[config.mk]
export PLATFORM = sky130hd
export DESIGN_NAME = demux_buf_d
export DESIGN_NICKNAME = d
export VERILOG_FILES = /design/src/rtl/demux_buf_d.sv
export SDC_FILE = /design/constraint.sdc
export NUM_CORES = 1
export LEC_CHECK = 0
export ABC_AREA = 1
export CORE_ASPECT_RATIO = 0.9
export CORE_MARGIN = 4
export CORE_UTILIZATION = 46
export CTS_BUF_LIST = sky130_fd_sc_hd__clkbuf_4 sky130_fd_sc_hd__clkbuf_8
export DETAILED_ROUTE_END_ITERATION = 8
export HOLD_SLACK_MARGIN = 0.15
export PLACE_DENSITY = 0.85
export SYNTH_ARGS = -nofsm -noshare
export SYNTH_HDL_FRONTEND = slang
export SYNTH_SLANG_ARGS = --single-unit
[constraint.sdc]
create_clock -name clk -period 1.5 [get_ports clk]
set_input_delay 0.225 -clock clk [delete_from_list [all_inputs] [get_ports clk]]
set_output_delay 0.225 -clock clk [all_outputs]
set_load 0.01 [all_outputs]
[src/rtl/demux_buf_d.sv]
// Registered 1-to-4 distributor: steers one WIDTH-bit word per cycle into one of
// four depth-1 channel buffers selected by {s1, s0}, each with a valid/ready handshake.
module demux_buf_d #(
    parameter int WIDTH = 4
) (
    input  logic             clk,
    input  logic             n_reset,
    input  logic             s0,
    input  logic             s1,
    input  logic [WIDTH-1:0] in,
    input  logic             in_valid,
    output logic             in_ready,
    output logic [WIDTH-1:0] out0,
    output logic [WIDTH-1:0] out1,
    output logic [WIDTH-1:0] out2,
    output logic [WIDTH-1:0] out3,
    output logic [3:0]       out_valid,
    input  logic [3:0]       out_ready,
    output logic [3:0]       acc_count
);

    // Handshake: a word moves on a port in any cycle where its valid and ready are
    // both high at the rising edge. in_ready never looks at in_valid, so the
    // producer may compute in_valid from in_ready without forming a loop.

    logic [1:0]       sel;
    logic [3:0]       drain;
    logic             acc;

    logic [WIDTH-1:0] data_q [4];
    logic [WIDTH-1:0] data_d [4];
    logic [3:0]       valid_q;
    logic [3:0]       valid_d;
    logic [3:0]       count_q;
    logic [3:0]       count_d;

    assign sel      = {s1, s0};
    assign drain    = valid_q & out_ready;
    // A full channel that empties this cycle can take the new word in the same edge.
    assign in_ready = ~valid_q[sel] | drain[sel];
    assign acc      = in_valid & in_ready;

    always_comb begin
        data_d  = data_q;
        valid_d = valid_q;
        count_d = count_q;
        for (int n = 0; n < 4; n++) begin
            if (drain[n]) begin
                valid_d[n] = 1'b0;
            end
        end
        // Accept overrides a same-cycle drain on the selected channel.
        if (acc) begin
            data_d[sel]  = in;
            valid_d[sel] = 1'b1;
            count_d      = count_q + 4'd1;
        end
    end

    always_ff @(posedge clk or negedge n_reset) begin
        if (!n_reset) begin
            for (int n = 0; n < 4; n++) begin
                data_q[n] <= '0;
            end
            valid_q <= 4'b0000;
            count_q <= 4'd0;
        end else begin
            for (int n = 0; n < 4; n++) begin
                data_q[n] <= data_d[n];
            end
            valid_q <= valid_d;
            count_q <= count_d;
        end
    end

    assign out0      = data_q[0];
    assign out1      = data_q[1];
    assign out2      = data_q[2];
    assign out3      = data_q[3];
    assign out_valid = valid_q;
    assign acc_count = count_q;

endmodule

==> impl_metrics.json <==
{
  "synthesis.instances": 124,
  "timing.rr.end": "out3[1]",
  "worstSetupStartpointType": "flop",
  "setup_ws_post_layout_ps": 28.3,
  "finalCoreUtilization_pct": 75.8,
  "powerDensity_nw_per_um2": 1210,
  "grt_pass1_vias": 957,
  "critical-path-slowest-cell": "sky130_fd_sc_hd__clkdlybuf4s50_1",
  "drtPass1Iterations": 4,
  "critical-path-max-stage-delay_ps": 550,
  "final_hold_viol_count": 0,
  "portBuffers": 37,
  "finalWirelength_um": 2920,
  "critical_path_cell_count": 1,
  "global_route_wire_length_before_repair_um": 4600,
  "tritoncts": "done",
  "chipWidth_um": 58.9,
  "cpLargestDelayFamily": "buffers and inverters",
  "cellLeakagePower_uw": 0.00106,
  "final_period_minus_worst_setup_slack_ps": 1470,
  "seq_cells_post_synth": 24,
  "netlist_area_um2": 1070,
  "timing.critical_path.buf_inv": 1,
  "timing.final.setup_violations": 0,
  "grt_max_degree": 25,
  "area_enclosed_by_the_die_boundary_um2": 3170,
  "status": "complete, no violations",
  "routed-via-count": 1064,
  "globalRouteOverflowTotal": 0,
  "total_power_uw": 2020,
  "cts_num_sinks": 24,
  "gp_congestion": 0.893,
  "globalRouteTotalUtil_pct": 19.6,
  "setup.reg_to_reg.worst_slack_ps": 100,
  "finalMaxSlewViolations": 0,
  "first_iter_violations": 44,
  "fin_skew_ps": 1.98,
  "antenna_cells_inserted": 0,
  "synth-seq-area-share_pct": 56.0,
  "ctsRootBufferMaster": "sky130_fd_sc_hd__clkbuf_4",
  "max_clock_freq_ghz": 0.679,
  "detail_route.vias_per_cell": 5.19,
  "worst_slew_margin_rel_pct": 80.2,
  "critPathCapture": "acc_count[1]",
  "hold_path_class": "in -> async",
  "htree_num_levels": 1,
  "grt_antenna_before_repair": 0,
  "critPathLaunch": "acc_count[1]",
  "numCtsBuffers": 3,
  "worst_setup_path_end_kind": "primary output",
  "die_h_um": 53.8,
  "nets": 193,
  "series_of_cell_instances_along_the_critical_path": "clkdlybuf4s50_1",
  "io_pins": 38,
  "yosysWarnings": 0,
  "reg2reg_from": "out_valid[0]",
  "routedWlPerCell_um": 14.2,
  "post_synth_num_cell_types": 15,
  "design.core.area_um2": 2200,
  "ir_worst_vdd_mv": 0.867,
  "pre_cts_ws_ps": -454,
  "timing.critical_path.arrival_ps": 1250,
  "place_hpwl_um": 2060,
  "synthesis.area_per_instance_um2": 8.65,
  "placementRows": 16,
  "max-clock-path-buffers": 2,
  "synthToLayoutAreaGrowth_pct": 55.7,
  "postCtsHoldBufs": 0,
  "worst_skew_pair.late_latency_ps": 300,
  "worst_r2r_path_depth": 9,
  "timing.setup.critical_path_class": "reg -> out",
  "synth_nets": 138,
  "cp.required_ps": 1270,
  "cp_max_fo": 2,
  "detail_route.drc_violations": 0,
  "ant_nets": 0,
  "start_util_pct": 48.7,
  "tightest_slew_ps": 298,
  "cap_violations": 0,
  "layout-drive-gt1-share_pct": 16.3,
  "tcrit_tclk_final_pct": 98.1,
  "path_clk_slew_ps": 120
}
-- sequential cells by signal (all words and copies together) (netlist names) --
signal and count:
out2 4, out_valid 4, out0 4, acc_count 4
out1 4, out3 4
-- cell type report --
| class | instances | area, um2 |
|---|---|---|
| tap | 27 | 33.8 |
| inverter | 9 | 33.8 |
| multi-input combinational | 87 | 419 |
| clock buffer | 4 | 36.3 |
| sequential | 24 | 601 |
| timing repair buffer | 54 | 546 |
| fill | 170 | 533 |
-- power by group --
group / switching [uW] / internal (uW) / total (uW)
registers: 90.0 / 789 / 879
logic: 358 / 448 / 805
clock network: 184 / 148 / 332
-- cell families after synthesis --
| group | after synthesis | synth area share (%) |
|---|---|---|
| buffers and inverters | 13 | 6.07 |
| adder cells (fa/ha/maj) | 1 | 1.17 |
| AND/OR/NAND/NOR | 83 | 34.7 |
| XOR/XNOR | 2 | 1.63 |
| flip-flops | 24 | 56.0 |
| AO/OA/AOI/OAI | 1 | 0.466 |
-- cells in the mapped netlist --
cell type,number,area [um2]
sky130_fd_sc_hd__nand2_1,55,206
sky130_fd_sc_hd__dfrtp_1,24,601
sky130_fd_sc_hd__nand4_1,16,100
sky130_fd_sc_hd__inv_1,8,30.0
sky130_fd_sc_hd__nand3_1,7,35.0
sky130_fd_sc_hd__nor2_1,3,11.3
sky130_fd_sc_hd__buf_6,2,22.5
sky130_fd_sc_hd__xnor2_1,2,17.5
sky130_fd_sc_hd__buf_2,1,5.00
sky130_fd_sc_hd__clkbuf_1,1,3.75
sky130_fd_sc_hd__ha_1,1,12.5
sky130_fd_sc_hd__inv_2,1,3.75
sky130_fd_sc_hd__nand2_4,1,11.3
sky130_fd_sc_hd__nand3b_1,1,7.51
sky130_fd_sc_hd__o21ai_1,1,5.00
-- placed cells by master, fill, tap and decap left out, types with 2 or more instances in the layout --
cell type,instances
sky130_fd_sc_hd__nand2_1,51
sky130_fd_sc_hd__dfrtp_1,24
sky130_fd_sc_hd__clkdlybuf4s50_1,17
sky130_fd_sc_hd__nand4_1,16
sky130_fd_sc_hd__dlymetal6s2s_1,16
sky130_fd_sc_hd__buf_4,15
sky130_fd_sc_hd__inv_1,8
sky130_fd_sc_hd__nand3_1,7
sky130_fd_sc_hd__nand2_2,4
sky130_fd_sc_hd__clkbuf_4,3
sky130_fd_sc_hd__dlygate4sd2_1,3
sky130_fd_sc_hd__nor2_1,2
sky130_fd_sc_hd__xnor2_1,2
-- per-layer routing --
layer | vias up | GRT usage, % | share of wire [%]
met5 | - | 0 | 0
met4 | 0 | 6.79 | 0.86
met3 | 4 | 3.84 | 5.4
met2 | 35 | 34.0 | 53
met1 | 510 | 24.5 | 40
li1 | 515 | - | -
-- how the worst min path moves through the flow --
stage | start | endpoint | slack, ps | cells past startpoint
final | n_reset | out1[2] | 260 | 2
after global routing | n_reset | out1[2] | 290 | 2
after CTS | n_reset | out3[2] | 270 | 2
after detailed placement | out0[1] | out0[1] | 460 | 2
after global placement | out3[2] | out3[2] | 460 | 2
after floorplan | n_reset | acc_count[0] | -70 | 0
-- stage by stage --
stage / hold WS, ps / cells / setup TNS, ps / instance area [um2]
finish: 263 / 205 / 0 / 1670
global route: 289 / 205 / -22.1 / 1670
CTS: 272 / 200 / 0 / 1590
detailed placement: 462 / 193 / -9610 / 1530
global placement: 456 / 193 / -6990 / 1530
floorplan: -70.6 / 124 / 0 / 1070
-- what timing repair did --
action	in CTS	in global routing
setup buffers	3	5
resized for setup	11	18
setup endpoints to repair	26	38
gates cloned	0	0
Note: power is estimated with default switching activity, not from simulation.
